<file path="config.mk">
export PLATFORM = sky130hd
export DESIGN_NAME = silife_max7219_flat
export DESIGN_NICKNAME = d
export VERILOG_FILES = /design/src/rtl/silife_max7219_if.sv /design/src/rtl/silife_max7219.sv /design/src/flat_wrapper.sv
export SDC_FILE = /design/constraint.sdc
export NUM_CORES = 1
export LEC_CHECK = 0
export ABC_AREA = 1
export BUFFER_PORTS_ARGS = -buffer_cell sky130_fd_sc_hd__buf_2
export CAP_MARGIN = 40
export CORE_ASPECT_RATIO = 0.75
export CORE_MARGIN = 2
export CORE_UTILIZATION = 60
export CTS_CLUSTER_DIAMETER = 200
export CTS_CLUSTER_SIZE = 10
export DETAILED_ROUTE_END_ITERATION = 12
export GPL_TIMING_DRIVEN = 0
export HOLD_SLACK_MARGIN = 0.1
export PLACE_DENSITY = 0.91
export SLEW_MARGIN = 10
export SYNTH_ARGS = -nofsm -noshare
export SYNTH_HDL_FRONTEND = slang
export SYNTH_SLANG_ARGS = --single-unit
</file>
<file path="constraint.sdc">
create_clock -name clk -period 2.9 [get_ports clk]
set_input_delay 0.58 -clock clk [delete_from_list [all_inputs] [get_ports clk]]
set_output_delay 0.58 -clock clk [all_outputs]
set_load 0.01 [all_outputs]
</file>
<file path="src/rtl/silife_max7219_if.sv">
// Control, row-fetch and SPI pin bundle for the silife_max7219 MAX7219 chain driver.
// master = host/display-memory side, slave = driver side.
interface silife_max7219_if #(
   parameter int SEGMENTS = 4
);
   logic                    i_enable;
   logic                    i_frame_req;
   logic [3:0]              i_brightness;
   logic [2:0]              o_row_addr;
   logic [8*SEGMENTS-1:0]   i_row_data;
   logic                    o_cs;
   logic                    o_sck;
   logic                    o_mosi;
   logic                    o_busy;
   logic                    o_frame_done;

   modport master (
      output i_enable, i_frame_req, i_brightness, i_row_data,
      input  o_row_addr, o_cs, o_sck, o_mosi, o_busy, o_frame_done
   );

   modport slave (
      input  i_enable, i_frame_req, i_brightness, i_row_data,
      output o_row_addr, o_cs, o_sck, o_mosi, o_busy, o_frame_done
   );
endinterface

</file>
<file path="src/rtl/silife_max7219.sv">
// MAX7219 daisy-chain refresh driver: 5-word INIT sequence, then 9-word frames on request.
// Build option SILIFE_MAX7219_COL_REVERSE_EN: digit words send column 0 as D7.
module silife_max7219 #(
   parameter int SEGMENTS = 4
) (
   input  logic            clk,
   input  logic            rst_n,
   silife_max7219_if.slave bus
);
   localparam int WORD_W    = 16 * SEGMENTS;
   localparam int SHIFT_CYC = 2 * WORD_W;
   localparam int CNT_W     = $clog2(SHIFT_CYC);
   localparam logic [CNT_W-1:0] SHIFT_LAST = CNT_W'(SHIFT_CYC - 1);

   typedef enum logic [1:0] {IDLE, LOAD, SHIFT, LATCH} state_t;
   typedef enum logic {PH_INIT, PH_FRAME} phase_t;

   state_t            state;
   phase_t            phase;
   logic [CNT_W-1:0]  cnt;
   logic [3:0]        word_idx;
   logic [3:0]        bright_q;
   logic              init_done;
   logic              pending;
   logic              stop;
   logic [WORD_W-1:0] sr;
   logic [WORD_W-1:0] word_next;
   logic [3:0]        word_addr;
   logic [7:0]        word_data;
   logic              is_digit;
   logic              last_word;

   function automatic logic [7:0] col_order(input logic [7:0] b);
`ifdef SILIFE_MAX7219_COL_REVERSE_EN
      logic [7:0] r;
      for (int i = 0; i < 8; i++) r[i] = b[7-i];
      return r;
`else
      return b;
`endif
   endfunction

   // Register address/data of the current word; digit words take per-device row bytes.
   always_comb begin
      word_addr = 4'h0;
      word_data = 8'h00;
      is_digit  = 1'b0;
      if (phase == PH_INIT) begin
         case (word_idx)
            4'd0:    begin word_addr = 4'hC; word_data = 8'h01; end
            4'd1:    begin word_addr = 4'h9; word_data = 8'h00; end
            4'd2:    begin word_addr = 4'hB; word_data = 8'h07; end
            4'd3:    begin word_addr = 4'hF; word_data = 8'h00; end
            default: begin word_addr = 4'hA; word_data = {4'h0, bright_q}; end
         endcase
      end else if (word_idx == 4'd0) begin
         word_addr = 4'hA;
         word_data = {4'h0, bright_q};
      end else begin
         word_addr = word_idx;
         is_digit  = 1'b1;
      end
      word_next = '0;
      for (int s = 0; s < SEGMENTS; s++) begin
         word_next[16*s +: 16] = {4'h0, word_addr,
                                  is_digit ? col_order(bus.i_row_data[8*s +: 8]) : word_data};
      end
   end

   assign last_word = (phase == PH_INIT) ? (word_idx == 4'd4) : (word_idx == 4'd8);

   always_ff @(posedge clk or negedge rst_n) begin
      if (!rst_n) begin
         state            <= IDLE;
         phase            <= PH_INIT;
         cnt              <= '0;
         word_idx         <= '0;
         bright_q         <= '0;
         init_done        <= 1'b0;
         pending          <= 1'b0;
         stop             <= 1'b0;
         sr               <= '0;
         bus.o_cs         <= 1'b1;
         bus.o_sck        <= 1'b0;
         bus.o_mosi       <= 1'b0;
         bus.o_row_addr   <= 3'd0;
         bus.o_busy       <= 1'b0;
         bus.o_frame_done <= 1'b0;
      end else begin
         bus.o_frame_done <= 1'b0;
         if (!bus.i_enable)        pending <= 1'b0;
         else if (bus.i_frame_req) pending <= 1'b1;

         case (state)
            IDLE: begin
               cnt      <= '0;
               word_idx <= '0;
               stop     <= 1'b0;
               if (!bus.i_enable) begin
                  init_done <= 1'b0;
               end else if (!init_done || pending) begin
                  phase      <= init_done ? PH_FRAME : PH_INIT;
                  bright_q   <= bus.i_brightness;
                  state      <= LOAD;
                  bus.o_busy <= 1'b1;
                  // A request landing on the start edge is kept for the next frame.
                  if (init_done) pending <= bus.i_frame_req;
               end
            end

            LOAD: begin
               if (!bus.i_enable) stop <= 1'b1;
               if (cnt == '0) begin
                  cnt <= CNT_W'(1);
               end else begin
                  cnt        <= '0;
                  sr         <= word_next << 1;
                  bus.o_mosi <= word_next[WORD_W-1];
                  bus.o_cs   <= 1'b0;
                  bus.o_sck  <= 1'b0;
                  state      <= SHIFT;
               end
            end

            SHIFT: begin
               if (!bus.i_enable) stop <= 1'b1;
               if (cnt == SHIFT_LAST) begin
                  cnt        <= '0;
                  bus.o_cs   <= 1'b1;
                  bus.o_sck  <= 1'b0;
                  bus.o_mosi <= 1'b0;
                  state      <= LATCH;
               end else begin
                  cnt <= cnt + 1'b1;
                  // Even cycle: SCK low, next bit on MOSI; odd cycle: SCK high.
                  if (!cnt[0]) begin
                     bus.o_sck <= 1'b1;
                  end else begin
                     bus.o_sck  <= 1'b0;
                     bus.o_mosi <= sr[WORD_W-1];
                     sr         <= sr << 1;
                  end
               end
            end

            LATCH: begin
               if (cnt == '0) begin
                  cnt <= CNT_W'(1);
                  if (!bus.i_enable) stop <= 1'b1;
               end else begin
                  cnt <= '0;
                  if (stop || !bus.i_enable) begin
                     state      <= IDLE;
                     bus.o_busy <= 1'b0;
                     init_done  <= 1'b0;
                  end else if (last_word) begin
                     state      <= IDLE;
                     bus.o_busy <= 1'b0;
                     if (phase == PH_INIT) init_done        <= 1'b1;
                     else                  bus.o_frame_done <= 1'b1;
                  end else begin
                     word_idx <= word_idx + 4'd1;
                     state    <= LOAD;
                     // Next word is digit word_idx+1, which carries row word_idx.
                     if (phase == PH_FRAME) bus.o_row_addr <= word_idx[2:0];
                  end
               end
            end

            default: state <= IDLE;
         endcase
      end
   end
endmodule

</file>
<file path="src/flat_wrapper.sv">
// flat-port wrapper written by rule: the top's interface ports become plain ports
module silife_max7219_flat 
#(
   parameter int SEGMENTS = 4
)
  (clk, rst_n, bus_i_enable, bus_i_frame_req, bus_i_brightness, bus_i_row_data, bus_o_row_addr, bus_o_cs, bus_o_sck, bus_o_mosi, bus_o_busy, bus_o_frame_done);
  silife_max7219_if #(.SEGMENTS(SEGMENTS)) bus_i ();
  input  logic clk;
  input  logic rst_n;
  input wire logic [$bits(bus_i.i_enable)-1:0] bus_i_enable;
  input wire logic [$bits(bus_i.i_frame_req)-1:0] bus_i_frame_req;
  input wire logic [$bits(bus_i.i_brightness)-1:0] bus_i_brightness;
  input wire logic [$bits(bus_i.i_row_data)-1:0] bus_i_row_data;
  output wire logic [$bits(bus_i.o_row_addr)-1:0] bus_o_row_addr;
  output wire logic [$bits(bus_i.o_cs)-1:0] bus_o_cs;
  output wire logic [$bits(bus_i.o_sck)-1:0] bus_o_sck;
  output wire logic [$bits(bus_i.o_mosi)-1:0] bus_o_mosi;
  output wire logic [$bits(bus_i.o_busy)-1:0] bus_o_busy;
  output wire logic [$bits(bus_i.o_frame_done)-1:0] bus_o_frame_done;
  assign bus_i.i_enable = bus_i_enable;
  assign bus_i.i_frame_req = bus_i_frame_req;
  assign bus_i.i_brightness = bus_i_brightness;
  assign bus_i.i_row_data = bus_i_row_data;
  assign bus_o_row_addr = bus_i.o_row_addr;
  assign bus_o_cs = bus_i.o_cs;
  assign bus_o_sck = bus_i.o_sck;
  assign bus_o_mosi = bus_i.o_mosi;
  assign bus_o_busy = bus_i.o_busy;
  assign bus_o_frame_done = bus_i.o_frame_done;
  silife_max7219 #(.SEGMENTS(SEGMENTS)) u_core (.clk(clk), .rst_n(rst_n), .bus(bus_i));
endmodule
</file>
# Word level (Yosys, flattened, before mapping)
# Cells that the tools add are included.
classes:
  n_reduce_logical: 22
  add_sub_neg: 2
  bitwise: 3
  mux: 68
  eq_ne: 23
op_table:
  columns: ["cell", "n"]
  rows:
  - ["64-bit two-way mux", 3]
  - ["64-bit case mux with 2 select lines", 1]
  - ["8-bit two-way mux", 5]
  - ["1-bit two-way mux", 35]
  - ["4-bit two-way mux", 6]
  - ["7-bit case mux with 3 select lines", 1]
  - ["5-bit AND reduction", 4]
  - ["2-bit inequality test, second input constant", 7]
  - ["2-bit two-way mux", 6]
  - ["3-bit case mux with 4 select lines", 1]
  - ["4-bit case mux with 3 select lines", 1]
  - ["1-bit case mux with 2 select lines", 5]
  - ["3-bit AND reduction", 3]
  - ["4-bit by 2-bit == test with 1-bit output, second input constant", 2]
  - ["2-bit by 1-bit inequality test with 1-bit output, second input constant", 4]
  - ["2-bit case mux with 4 select lines", 1]
  - ["4-bit case mux with 2 select lines", 1]
  - ["4-bit AND reduction", 2]
  - ["7-bit by 1-bit adder with 7-bit output, second input constant", 1]
  - ["7-bit == test, second input constant", 1]
  - ["7-bit zero test", 1]
  - ["7-bit two-way mux", 1]
  - ["3-bit by 1-bit inequality test with 1-bit output, second input constant", 2]
  - ["2-bit OR reduction", 3]
  - ["15 further kinds", 21]
totals:
  out_inout_bits: 8
  elab_cells: 133
  ff_bits: 93
  in_bits: 40

# Longest topological paths before layout
logic_depth:
  depth_word: 7
  mapped_depth: 12
  depth_no_buf: 11

# Worst setup path before layout
# OpenSTA, ideal clock, no wires.
synth_timing:
  path_type: "register to register"
  startpoint: "register u_core.cnt[0]"
  endpoint: "register u_core.sr[11]"
  t_arrival_ps: 1515
  path_stages_with_launch: 11
  required_ps: 2781
  n_path_buf: 2
  period_less_slack_ps: 1634
  setup_time_ps: 119
  path_slack_ps: 1266
  path_cell_list: "dfrtp_1 > inv_1 > ha_1 > inv_1 > nor2_1 > nand4_2 > nand2_4 > nor2_4 > buf_6 > buf_6 > o21a_1"
synth_via:
  elab_chain_cells: 3
  elab_cells_between_ends: 6
  cone_classes: "eq/ne: 4; reduce/logical: 2"
synth_lines:
  columns: ["item", "line", "rtl"]
  rows:
  - ["start: declaration", "silife_max7219.sv:20", "logic [CNT_W-1:0] cnt;"]
  - ["start signal: assignment", "silife_max7219.sv:134", "cnt <= cnt + 1'b1;"]
  - ["7-bit == test / 7-bit zero test (equally long branches)", "silife_max7219.sv:127, silife_max7219.sv:113", null]
  - ["2-bit inequality test (no line)", null, null]
  - ["4-bit AND reduction (no line) *", null, null]
  - ["end signal: assignment", "silife_max7219.sv:117", "sr <= word_next << 1;"]
  - ["end signal: assignment", "silife_max7219.sv:141", "sr <= sr << 1;"]
  - ["end: declaration", "silife_max7219.sv:26", "logic [WORD_W-1:0] sr;"]
# Every way passes the cells marked *; elsewhere a longest branch is shown, timed or not.
# A chain may end at the register's enable or synchronous reset.

# Worst setup path after layout
layout_timing:
  startpoint: "register u_core.state[0]"
  endpoint: "register u_core.sr[49]"
layout_via:
  elab_chain_cells: 3
  elab_cells_between_ends: 8
  cone_classes: "eq/ne: 5; mux: 1; reduce/logical: 2"
layout_lines:
  columns: ["item", "line", "rtl"]
  rows:
  - ["start: declaration", "silife_max7219.sv:18", "state_t state;"]
  - ["start signal: assignment", "silife_max7219.sv:74", "state <= IDLE;"]
  - ["start signal: assignment", "silife_max7219.sv:104", "state <= LOAD;"]
  - ["start signal: assignment", "silife_max7219.sv:121", "state <= SHIFT;"]
  - ["2-bit == test / 2-bit by 1-bit == test with 1-bit output (equally long branches)", "silife_max7219.sv:94", "case (state)"]
  - ["2-bit by 1-bit inequality test with 1-bit output (no line) (tied with other cells)", null, null]
  - ["4-bit AND reduction (no line)", null, null]
# Parallel ways exist; a longest one is shown, timed or not.

==> metrics.md <==
| Metric | Value |
|---|---|
| Status | `finished, final reports clean` |
| Final period utilization | `0.7605` |
| Fin Setup TNS | `0 ns` |
| Mapped Cells | `650` |
| Syn Nets | `701` |
| Largest net degree at the start of global routing | `64` |
| Site Rows | `28` |
| R2R Path Start | `u_core.state[0]` |
| Maximum VDD drop | `0.2616 mV` |
| Max-Cap Viols | `0` |
| Synth Warn # | `0` |
| Yosys cell types | `33` |
| First-pass GRT wire length | `20.54 mm` |
| NumNets Final | `760` |
| Clock Latency Late Sink | `0.37 ns` |
| Antenna-violating nets left | `0` |
| Hold Vio Cnt, Final | `0` |
| Syn Area/Cell | `7.598 um2` |
| Final setup vio count | `0` |
| Routed length on met3 | `1.371 mm` |
| R2R Setup Slk | `0.69 ns` |
| Final Util | `0.6929` |
| Post-Place Cells | `803` |
| RSZ-0062 raised after global routing | `no` |
| Clk buf depth | `2` |
| Final slew viol count | `0` |
| Initial antenna violation count | `0` |
| # fillers | `628` |
| CP max FO | `10` |
| Initial core utilization | `0.6210` |
| Residual DRC | `0` |
| Met1 wire length | `5.203 mm` |
| Gp weighted congestion | `0.9419` |
| Most common cell after layout, fill and taps aside | `nand2_1` |
| Crit. End Element | `flip-flop` |
| Detailed Route WL | `12.33 mm` |
| FMAX | `453.4 MHz` |
| Core Box Area | `7953 um2` |
| Layout cells sized above 1 | `0.1317` |
| Crit path required time | `3.16 ns` |
| Data arrival time of the worst path | `2.46 ns` |
| Initial DRC count | `377` |
| R2R depth | `8` |
| WHS | `0.1388 ns` |
| Number of synthesized register bits | `92` |
| CP Class | `flip-flop to flip-flop` |
| Post_cts resized | `0` |
| Max Clock Skew | `0.007263 ns` |
| Power density cells | `387.2 nW/um2` |
| Finished Layout Cells | `819` |
| Global route overflow | `0` |
| WL per Instance | `15.05 um` |
| Met2 WL | `5.540 mm` |
| HPWL Detailed | `9.004 mm` |
| Clock root cell | `clkbuf_8` |
| Total CTS buffers | `9` |
| Max Used Layer | `met4` |
| Io pins | `48` |
| CTS tree | `yes` |
| HP Class | `input pin to async pin` |
| Fin crit period | `2.206 ns` |
| Clock slew at reported path FFs | `0.09 ns` |
| Via density | `5.632` |
| Die area | `8980 um2` |
| Area Overhead vs Synth | `11.58%` |
| GRT Total Usage | `0.3016` |
| Die Ht | `82.57 um` |
| Vias in the first global route | `4,443` |
| Post-synthesis sequential area ratio | `0.4664` |
| Routed vias | `4,613` |
| Postcts setup bufs | `0` |
| Drt pass-1 iters | `6` |
| Netlist Area Pre-Place | `4938 um2` |
| Clock share of power | `0.370` |
| IO buf count | `47` |
| Worst-margin pin slew | `0.5353 ns` |
| Switching power total | `511.3 uW` |
| Power Internal | `1622 uW` |
| Slew margin rel. | `0.6431` |
| H-tree depth | `3` |
| Most frequent cells in the layout | `nand2_1, dfrtp_1, inv_1, nand3_1, o21ai_0` |
| Worst r2r dst | `u_core.sr[49]` |
| Hold buffer count at cts | `0` |
| CTS Sinks | `92` |
| Pleak | `0.002914 uW` |
| Sw Ratio | `0.2397` |
| CP Launch Type | `flip-flop` |
| Share of total power in combinational logic | `0.028` |
| Die width | `108.8 um` |
| N_diodes | `0` |
| Sequential share of power | `0.601` |
cells in the mapped netlist:
cell / number / area share
nor3b_1: 1 / 0.0015
buf_4: 2 / 0.0030
dfrtp_1: 91 / 0.46
o21ai_0: 59 / 0.060
nand2_2: 1 / 0.0013
o211ai_1: 2 / 0.0030
nand2_1: 211 / 0.16
ha_1: 11 / 0.028
or2_2: 1 / 0.0013
nand3_1: 70 / 0.071
a21oi_1: 6 / 0.0061
buf_1: 2 / 0.0015
nand4_1: 1 / 0.0013
buf_2: 5 / 0.0051
nor2_1: 20 / 0.015
xnor2_1: 2 / 0.0035
nor4b_1: 1 / 0.0018
o21ai_1: 34 / 0.034
xor2_1: 3 / 0.0053
nand2_4: 3 / 0.0068
nand4_2: 1 / 0.0025
o21a_1: 10 / 0.015
dfstp_2: 1 / 0.0053
a31oi_1: 1 / 0.0013
nor2_4: 2 / 0.0046
inv_2: 5 / 0.0038
or2_1: 4 / 0.0051
nand3b_1: 3 / 0.0046
mux2_2: 3 / 0.0068
inv_1: 72 / 0.055
buf_6: 5 / 0.011
nor2_2: 1 / 0.0013
clkbuf_1: 16 / 0.012
through the flow:
stage	total power (uW)	worst slack [ns]	instance area (um2)
detailed placement	1371	0.8345	5335
global route	2195	0.6235	5510
CTS	2140	0.7883	5510
finish	2134	0.6944	5510
floorplan	1312	1.266	4938
global placement	1364	0.4295	5305
logic make-up after synthesis:
logic type,Yosys count,share of synthesized area
compound gates,112,0.1198
xor+xnor,5,0.008869
fa+ha+maj,11,0.02787
buf+inv,107,0.09171
flops,92,0.4664
mux,3,0.006840
simple gates,320,0.2784
worst max-delay path, stage by stage (launching register included):
cell and delay (ns):
dfrtp_1 0.43, inv_1 0.15, ha_1 0.17, clkbuf_1 0.26, buf_2 0.29, clkbuf_1 0.42, nand2_1 0.18, nand3_1 0.14
nand2_1 0.06
flip-flops by register name, summed over array words and instances (netlist names):
name                     cells
u_core.word_idx              4
u_core.bus.o_frame_done      1
u_core.pending               1
u_core.state                 2
u_core.bright_q              4
u_core.bus.o_mosi            1
u_core.bus.o_cs              1
u_core.cnt                   7
u_core.phase                 1
u_core.stop                  1
u_core.init_done             1
u_core.sr                   63
u_core.bus.o_row_addr        3
u_core.bus.o_sck             1
u_core.bus.o_busy            1
cell type report:
| cell class | instances | area [um2] | area share |
|---|---|---|---|
| sequential | 92 | 2303 | 0.4180 |
| multi-input combinational | 451 | 2182 | 0.3960 |
| clock buffer | 9 | 123.9 | 0.02248 |
| clock inverter | 7 | 51.30 | 0.009310 |
| tap | 105 | 131.4 | 0.02384 |
| inverter | 77 | 289.0 | 0.05245 |
| buffer | 30 | 163.9 | 0.02975 |
| timing repair buffer | 48 | 265.3 | 0.04814 |
layer usage:
layer / up-vias / global-route usage
li1: 2189 / -
met4: 0 / 0.1090
met1: 2153 / 0.3991
met5: - / 0
met3: 28 / 0.08477
met2: 243 / 0.4806
worst max path at each step:
stage                     to  depth (start not counted)  slack (ns)       startpoint
6_report       u_core.sr[49]                          8        0.69  u_core.state[0]
5_1_grt        u_core.sr[10]                          9        0.62  u_core.state[0]
4_1_cts        u_core.sr[49]                          8        0.79  u_core.state[0]
3_5_place_dp   u_core.sr[49]                          8        0.83  u_core.state[0]
3_3_place_gp   u_core.sr[23]                          1        0.43            rst_n
2_1_floorplan  u_core.sr[11]                         10        1.27    u_core.cnt[0]
power groups by stage:
stage / combinational (uW) / sequential [uW] / clock (uW)
detailed placement: 62.0 / 1310 / 0
finish: 60.7 / 1280 / 790
floorplan: 3.03 / 1310 / 0
global route: 68.4 / 1280 / 843
global placement: 55.0 / 1310 / 0
CTS: 62.3 / 1280 / 795
Power figures use the tool's default switching activity.
